===== config.mk =====
export PLATFORM = sky130hd
export DESIGN_NAME = quant_wr_arbiter_4to1
export DESIGN_NICKNAME = d
export VERILOG_FILES = /design/src/rtl/quant_wr_arb_pkg.sv /design/src/rtl/qwa_chan_fifo.sv /design/src/rtl/quant_wr_arbiter_4to1.sv
export SDC_FILE = /design/constraint.sdc
export NUM_CORES = 2
export LEC_CHECK = 0
export CORE_MARGIN = 1.5
export CORE_UTILIZATION = 50
export CTS_BUF_LIST = sky130_fd_sc_hd__clkbuf_4 sky130_fd_sc_hd__clkbuf_8 sky130_fd_sc_hd__clkbuf_16
export DETAILED_ROUTE_END_ITERATION = 10
export PLACE_DENSITY_LB_ADDON = 0.2
export SLEW_MARGIN = 20
export SYNTH_ARGS = -nofsm -noshare
export SYNTH_HDL_FRONTEND = slang
export SYNTH_SLANG_ARGS = --single-unit

===== constraint.sdc =====
create_clock -name clk -period 6.5 [get_ports clk]
set_input_delay 1.3 -clock clk [delete_from_list [all_inputs] [get_ports clk]]
set_output_delay 1.3 -clock clk [all_outputs]
set_load 0.005 [all_outputs]

===== src/rtl/quant_wr_arb_pkg.sv =====
// Shared types and helpers for the 4-to-1 quantized write-back arbiter.
// Optional perf counters in the top are enabled with QWA_PERF_CNT_EN.
package quant_wr_arb_pkg;

    localparam int NUM_CH     = 4;
    localparam int DEF_ADDR_W = 16;
    localparam int DEF_DATA_W = 128;

    typedef logic [1:0] ch_idx_t;

    typedef struct packed {
        logic [DEF_ADDR_W-1:0] addr;
        logic [DEF_DATA_W-1:0] data;
    } fifo_entry_t;

    typedef struct packed {
        logic    found;
        ch_idx_t idx;
    } rr_grant_t;

    // First requesting channel at or after ptr, wrapping modulo NUM_CH.
    function automatic rr_grant_t rr_pick(input logic [NUM_CH-1:0] req, input ch_idx_t ptr);
        rr_grant_t g;
        ch_idx_t   cand;
        g.found = 1'b0;
        g.idx   = ptr;
        for (int i = 0; i < NUM_CH; i++) begin
            cand = ptr + ch_idx_t'(i);
            if (!g.found && req[cand]) begin
                g.found = 1'b1;
                g.idx   = cand;
            end
        end
        return g;
    endfunction

endpackage


===== src/rtl/qwa_chan_fifo.sv =====
// Per-channel synchronous FIFO with extra-MSB pointers for full/empty.
// A push on a full FIFO is accepted when the same cycle also pops it.
module qwa_chan_fifo
    import quant_wr_arb_pkg::*;
#(
    parameter type entry_t = fifo_entry_t,
    parameter int  DEPTH   = 4
) (
    input  logic   clk,
    input  logic   rst_n,
    input  logic   push,
    input  logic   pop,
    input  entry_t din,
    output entry_t dout,
    output logic   full,
    output logic   empty
);

    localparam int PTR_W = $clog2(DEPTH);
    localparam logic [PTR_W:0] PTR_ONE = {{PTR_W{1'b0}}, 1'b1};

    logic [PTR_W:0] wr_ptr_r;
    logic [PTR_W:0] rd_ptr_r;
    entry_t         mem_r [DEPTH];
    logic           push_ok_s;
    logic           pop_ok_s;

    assign empty     = (wr_ptr_r == rd_ptr_r);
    assign full      = (wr_ptr_r[PTR_W] != rd_ptr_r[PTR_W]) &&
                       (wr_ptr_r[PTR_W-1:0] == rd_ptr_r[PTR_W-1:0]);
    assign pop_ok_s  = pop && !empty;
    assign push_ok_s = push && (!full || pop_ok_s);
    assign dout      = mem_r[rd_ptr_r[PTR_W-1:0]];

    // Read/write pointer advance; reset flushes the queue.
    always_ff @(posedge clk) begin
        if (!rst_n) begin
            wr_ptr_r <= '0;
            rd_ptr_r <= '0;
        end else begin
            if (push_ok_s) begin
                wr_ptr_r <= wr_ptr_r + PTR_ONE;
            end
            if (pop_ok_s) begin
                rd_ptr_r <= rd_ptr_r + PTR_ONE;
            end
        end
    end

    // Entry storage; contents are don't-care while the pointers say empty.
    always_ff @(posedge clk) begin
        if (push_ok_s) begin
            mem_r[wr_ptr_r[PTR_W-1:0]] <= din;
        end
    end

endmodule


===== src/rtl/quant_wr_arbiter_4to1.sv =====
// Four write-back streams -> per-channel FIFOs -> round-robin -> one registered
// valid/ready SRAM write port. Define QWA_PERF_CNT_EN for the perf counters.
module quant_wr_arbiter_4to1
    import quant_wr_arb_pkg::*;
#(
    parameter int DATA_W     = DEF_DATA_W,
    parameter int ADDR_W     = DEF_ADDR_W,
    parameter int FIFO_DEPTH = 4
) (
    input  logic              clk,
    input  logic              rst_n,
    input  logic              wr_en0,
    input  logic [ADDR_W-1:0] wr_addr0,
    input  logic [DATA_W-1:0] wr_data0,
    input  logic              wr_en1,
    input  logic [ADDR_W-1:0] wr_addr1,
    input  logic [DATA_W-1:0] wr_data1,
    input  logic              wr_en2,
    input  logic [ADDR_W-1:0] wr_addr2,
    input  logic [DATA_W-1:0] wr_data2,
    input  logic              wr_en3,
    input  logic [ADDR_W-1:0] wr_addr3,
    input  logic [DATA_W-1:0] wr_data3,
    output logic              mem_wr_en,
    output logic [ADDR_W-1:0] mem_wr_addr,
    output logic [DATA_W-1:0] mem_wr_data,
    input  logic              mem_ready,
    output logic [3:0]        ovf_flag,
    input  logic              ovf_clr,
    output logic              idle,
    output logic [31:0]       perf_wr_cnt,
    output logic [31:0]       perf_stall_cnt
);

    typedef struct packed {
        logic [ADDR_W-1:0] addr;
        logic [DATA_W-1:0] data;
    } entry_t;

    logic [NUM_CH-1:0] push_s;
    logic [NUM_CH-1:0] pop_s;
    logic [NUM_CH-1:0] full_s;
    logic [NUM_CH-1:0] empty_s;
    logic [NUM_CH-1:0] drop_s;
    entry_t            din_s  [NUM_CH];
    entry_t            dout_s [NUM_CH];

    ch_idx_t           ptr_r;
    rr_grant_t         grant_s;
    logic              load_ok_s;
    logic              mem_wr_en_r;
    logic [ADDR_W-1:0] mem_wr_addr_r;
    logic [DATA_W-1:0] mem_wr_data_r;
    logic [3:0]        ovf_r;
    entry_t            head_s;

    assign push_s   = {wr_en3, wr_en2, wr_en1, wr_en0};
    assign din_s[0] = {wr_addr0, wr_data0};
    assign din_s[1] = {wr_addr1, wr_data1};
    assign din_s[2] = {wr_addr2, wr_data2};
    assign din_s[3] = {wr_addr3, wr_data3};

    for (genvar g = 0; g < NUM_CH; g++) begin : g_fifo
        qwa_chan_fifo #(
            .entry_t (entry_t),
            .DEPTH   (FIFO_DEPTH)
        ) u_fifo (
            .clk   (clk),
            .rst_n (rst_n),
            .push  (push_s[g]),
            .pop   (pop_s[g]),
            .din   (din_s[g]),
            .dout  (dout_s[g]),
            .full  (full_s[g]),
            .empty (empty_s[g])
        );
    end

    // A held (unaccepted) output blocks both the grant and the pop.
    assign load_ok_s = !mem_wr_en_r || mem_ready;
    assign grant_s   = rr_pick(~empty_s, ptr_r);
    assign head_s    = dout_s[grant_s.idx];

    // One-hot pop of the granted channel.
    always_comb begin
        pop_s = '0;
        if (load_ok_s && grant_s.found) begin
            pop_s[grant_s.idx] = 1'b1;
        end else begin
            pop_s = '0;
        end
    end

    assign drop_s = push_s & full_s & ~pop_s;

    // Output register and round-robin pointer.
    always_ff @(posedge clk) begin
        if (!rst_n) begin
            mem_wr_en_r   <= 1'b0;
            mem_wr_addr_r <= '0;
            mem_wr_data_r <= '0;
            ptr_r         <= 2'd0;
        end else if (load_ok_s) begin
            if (grant_s.found) begin
                mem_wr_en_r   <= 1'b1;
                mem_wr_addr_r <= head_s.addr;
                mem_wr_data_r <= head_s.data;
                ptr_r         <= grant_s.idx + 2'd1;
            end else begin
                mem_wr_en_r   <= 1'b0;
            end
        end
    end

    // Sticky drop flags; a new drop wins over a same-cycle clear.
    always_ff @(posedge clk) begin
        if (!rst_n) begin
            ovf_r <= 4'b0000;
        end else begin
            ovf_r <= (ovf_clr ? 4'b0000 : ovf_r) | drop_s;
        end
    end

    assign mem_wr_en   = mem_wr_en_r;
    assign mem_wr_addr = mem_wr_addr_r;
    assign mem_wr_data = mem_wr_data_r;
    assign ovf_flag    = ovf_r;
    assign idle        = (&empty_s) && !mem_wr_en_r;

`ifdef QWA_PERF_CNT_EN
    logic [31:0] perf_wr_r;
    logic [31:0] perf_stall_r;

    // Saturating count of accepted writes and backpressured cycles.
    always_ff @(posedge clk) begin
        if (!rst_n) begin
            perf_wr_r    <= 32'd0;
            perf_stall_r <= 32'd0;
        end else begin
            if (mem_wr_en_r && mem_ready && (perf_wr_r != 32'hFFFF_FFFF)) begin
                perf_wr_r <= perf_wr_r + 32'd1;
            end
            if (mem_wr_en_r && !mem_ready && (perf_stall_r != 32'hFFFF_FFFF)) begin
                perf_stall_r <= perf_stall_r + 32'd1;
            end
        end
    end

    assign perf_wr_cnt    = perf_wr_r;
    assign perf_stall_cnt = perf_stall_r;
`else
    assign perf_wr_cnt    = 32'd0;
    assign perf_stall_cnt = 32'd0;
`endif

endmodule


==> out/metrics.cfg <==
[run_status]
status = completed

[grt]
grt_pass1_wl_um = 344000
top_usage_layer = met2
grt_use_met2 = 0.417
grt.total_usage = 0.252
antenna_found_initial = 131
use_met1 = 0.325
grt_pass1_vias = 48309
gr-usage-met3 = 0.0524
grt_max_degree = 145
overflow = 0

[clock_network]
ctsHtreeMaxLevel = 4
clock-sinks = 2487
clock_latency_ns = 0.90
clock-root-buffer = clkbuf_16
ctsResizeCount = 0
cts.path.max_buffers = 3
clk_pin_slew_worst_paths_ns = 0.06
cts-buffers-inserted = 240
cts_setup_buffers = 0
cts_hold_buf = 0
cts_tree = done

[synth]
yosys-top-cells-area = edfxtp_1 (74%), mux4_2 (14%), dfxtp_1 (3.9%)
yosysWarnings = 0
netlist_instances = 4566
async_reset_ff_frac = 0
synth_area_per_cell_um2 = 20.5
yosysTopAreaCell = edfxtp_1
synth_area_mm2 = 0.0937
seq_area_frac_synth = 0.778
ys_types = 39
synth_edf_count = 2304
synth-main-ff-cell = edfxtp_1
synth-seq-cells = 2487
synth_top_area_share = 0.739

[power_and_ir_drop]
p_leak_uw = 0.0369
pwr-share-comb = 0.230
power_frac_seq = 0.443
ir_drop_v = 0.000368
swShare = 0.290
power_switching_uw = 12600
powerDensity_mw_per_mm2 = 387
p_int_uw = 30900
p_clk_frac = 0.326

[floorplanning]
die_w_um = 436
core_mm2 = 0.186
die_h_um = 436
ioPinCount = 798
start_util = 0.504
rows = 158
dieArea_mm2 = 0.190

[place]
gp_congestion = 0.817
port_buffers = 733
dpl_cell_area_mm2 = 0.104
hpwlAfterDp_um = 155000

[route]
drt_iter0_markers = 4760
vias = 47501
antenna_left = 0
routed_wl_um = 241000
drt-wirelength-per-cell_um = 29.6
drc = 0
dr.pass1.iters = 5
via_per_inst = 5.84

[critical_path]
worstPathRequired_ns = 7.05
crit_path_max_fanout = 95
startpoint_type = flop
crit_arrival_ns = 5.30
end_kind = flop
critical_path_class = reg -> reg
reg2reg_from = g_fifo[1].u_fifo.wr_ptr_r[0]$_SDFFE_PN0P_
cp-startpoint = g_fifo[1].u_fifo.wr_ptr_r[0]$_SDFFE_PN0P_

[finish]
nFillCells = 13323
multiInputGateArea_mm2 = 0.0196
fin_area_mm2 = 0.112
layout-drive-gt1-share = 0.210
seq_area_mm2 = 0.0729
layout_common_cells = edfxtp_1 (2,304), clkdlybuf4s50_1 (733), nand2_1 (583), mux4_2 (576), clkbuf_16 (240)
layout_commonest_cell = edfxtp_1
area_growth_pct = 20.1
layout.nets = 5992

[sta]
slew-limit-headroom = 0.0884
setup_tns_ns = 0
finalSetupViolCount = 0
fin_crit_ns = 4.75
drv_slew = 0
fmax_ghz = 0.210
hold_violations = 0
timing.hold.ws_ns = 0.469
skew_ns = 0.0545
finalCritPeriodShare = 0.731
tightest_slew_ns = 1.37
rsz0062_at_grt = false

[flow_run]
drv_cap = 0

[min_path]
min_from = mem_wr_data[19]$_SDFFE_PN0N_
hp-class = reg -> reg

[per-layer routing]
layer	vias up	wire length (um)	share of wire
li1	20076	-	-
met1	25029	93800	0.39
met2	1828	122000	0.50
met3	488	15000	0.062
met4	80	10200	0.042
met5	-	497	0.0021
[power by group through the flow]
stage	Sequential [uW]	Combinational, uW	Clock (uW)
after global routing	19400	10800	15000
after CTS	19300	10200	14400
after detailed placement	19600	10200	0
after floorplan	19300	6450	0
after global placement	19600	10100	0
final	19300	10000	14200
[logic make-up (layout without fill, tap and decap cells)]
group	after synthesis	in the layout	share of synthesized area
xor+xnor	28	28	0.00262
other cells	1	126	0.0000400
compound gates	453	453	0.0329
buf+inv	323	1292	0.0164
mux	582	582	0.139
simple gates	668	668	0.0280
fa+ha+maj	24	24	0.00321
flops	2487	2487	0.778
[synthesized netlist by cell type, types with 2 or more instances]
master	count
nand2b_1	3
o211ai_1	2
nor2b_1	5
ha_1	24
a31oi_1	3
buf_6	7
a21oi_2	60
inv_1	15
a32oi_1	2
edfxtp_1	2304
dfxtp_1	183
buf_4	64
nand4_1	7
mux2i_1	6
xor2_1	13
buf_1	15
a21oi_1	237
clkbuf_1	199
nand3_1	6
a211o_1	144
nor2_1	38
buf_2	22
mux4_2	576
a211oi_1	3
xnor2_1	15
and3_1	2
nor4_1	2
nand2_1	583
and2_1	16
[sequential cells by signal, summed over array words and instances, names as in the netlist, named ones only]
signal                  count
g_fifo.u_fifo.mem_r      2304
mem_wr_data               128
mem_wr_addr                16
g_fifo.u_fifo.rd_ptr_r     12
g_fifo.u_fifo.wr_ptr_r     12
ovf_flag                    4
ptr_r                       2
mem_wr_en                   1
[cell type report]
cell class	instances	share of cell area
clock inverters	134	0.0131
well taps	2480	0.0276
inverters	16	0.000601
repair buffers	820	0.0753
clock buffers	322	0.0599
flip-flops and latches	2487	0.648
diodes	62	0.00138
multi-input cells	1819	0.174
[critical path: stages, from the launching register on]
cell and delay (ns):
dfxtp_1 0.43, xor2_1 0.15, nor3_2 0.43, o211ai_1 0.16
and4_4 0.42, inv_8 0.54, ha_1 0.32, a211oi_1 0.11
nor2b_1 0.41, and2_4 0.86, buf_4 0.47
[per-stage QoR]
| stage | worst slack (ns) | util | instances | power, uW |
|---|---|---|---|---|
| after detailed placement | 1.57 | 0.560 | 7622 | 29800 |
| after global routing | 1.39 | 0.605 | 8133 | 45200 |
| after global placement | 1.68 | 0.560 | 7622 | 29700 |
| after floorplan | 0.0433 | - | 4629 | 25800 |
| final | 1.75 | 0.605 | 8140 | 43500 |
| after CTS | 1.69 | 0.604 | 8078 | 43900 |
[final timing paths]
path,slack [ns],endpoint,cells after the start
worst max-delay path,1.75,g_fifo[2].u_fifo.mem_r[2][135]$_DFFE_PP_,10
worst min-delay path,0.47,mem_wr_data[19]$_SDFFE_PN0N_,1
worst max register to register,1.75,g_fifo[2].u_fifo.mem_r[2][135]$_DFFE_PP_,10
worst min register to register,0.47,mem_wr_data[19]$_SDFFE_PN0N_,1
Power figures use the tool's default switching activity.
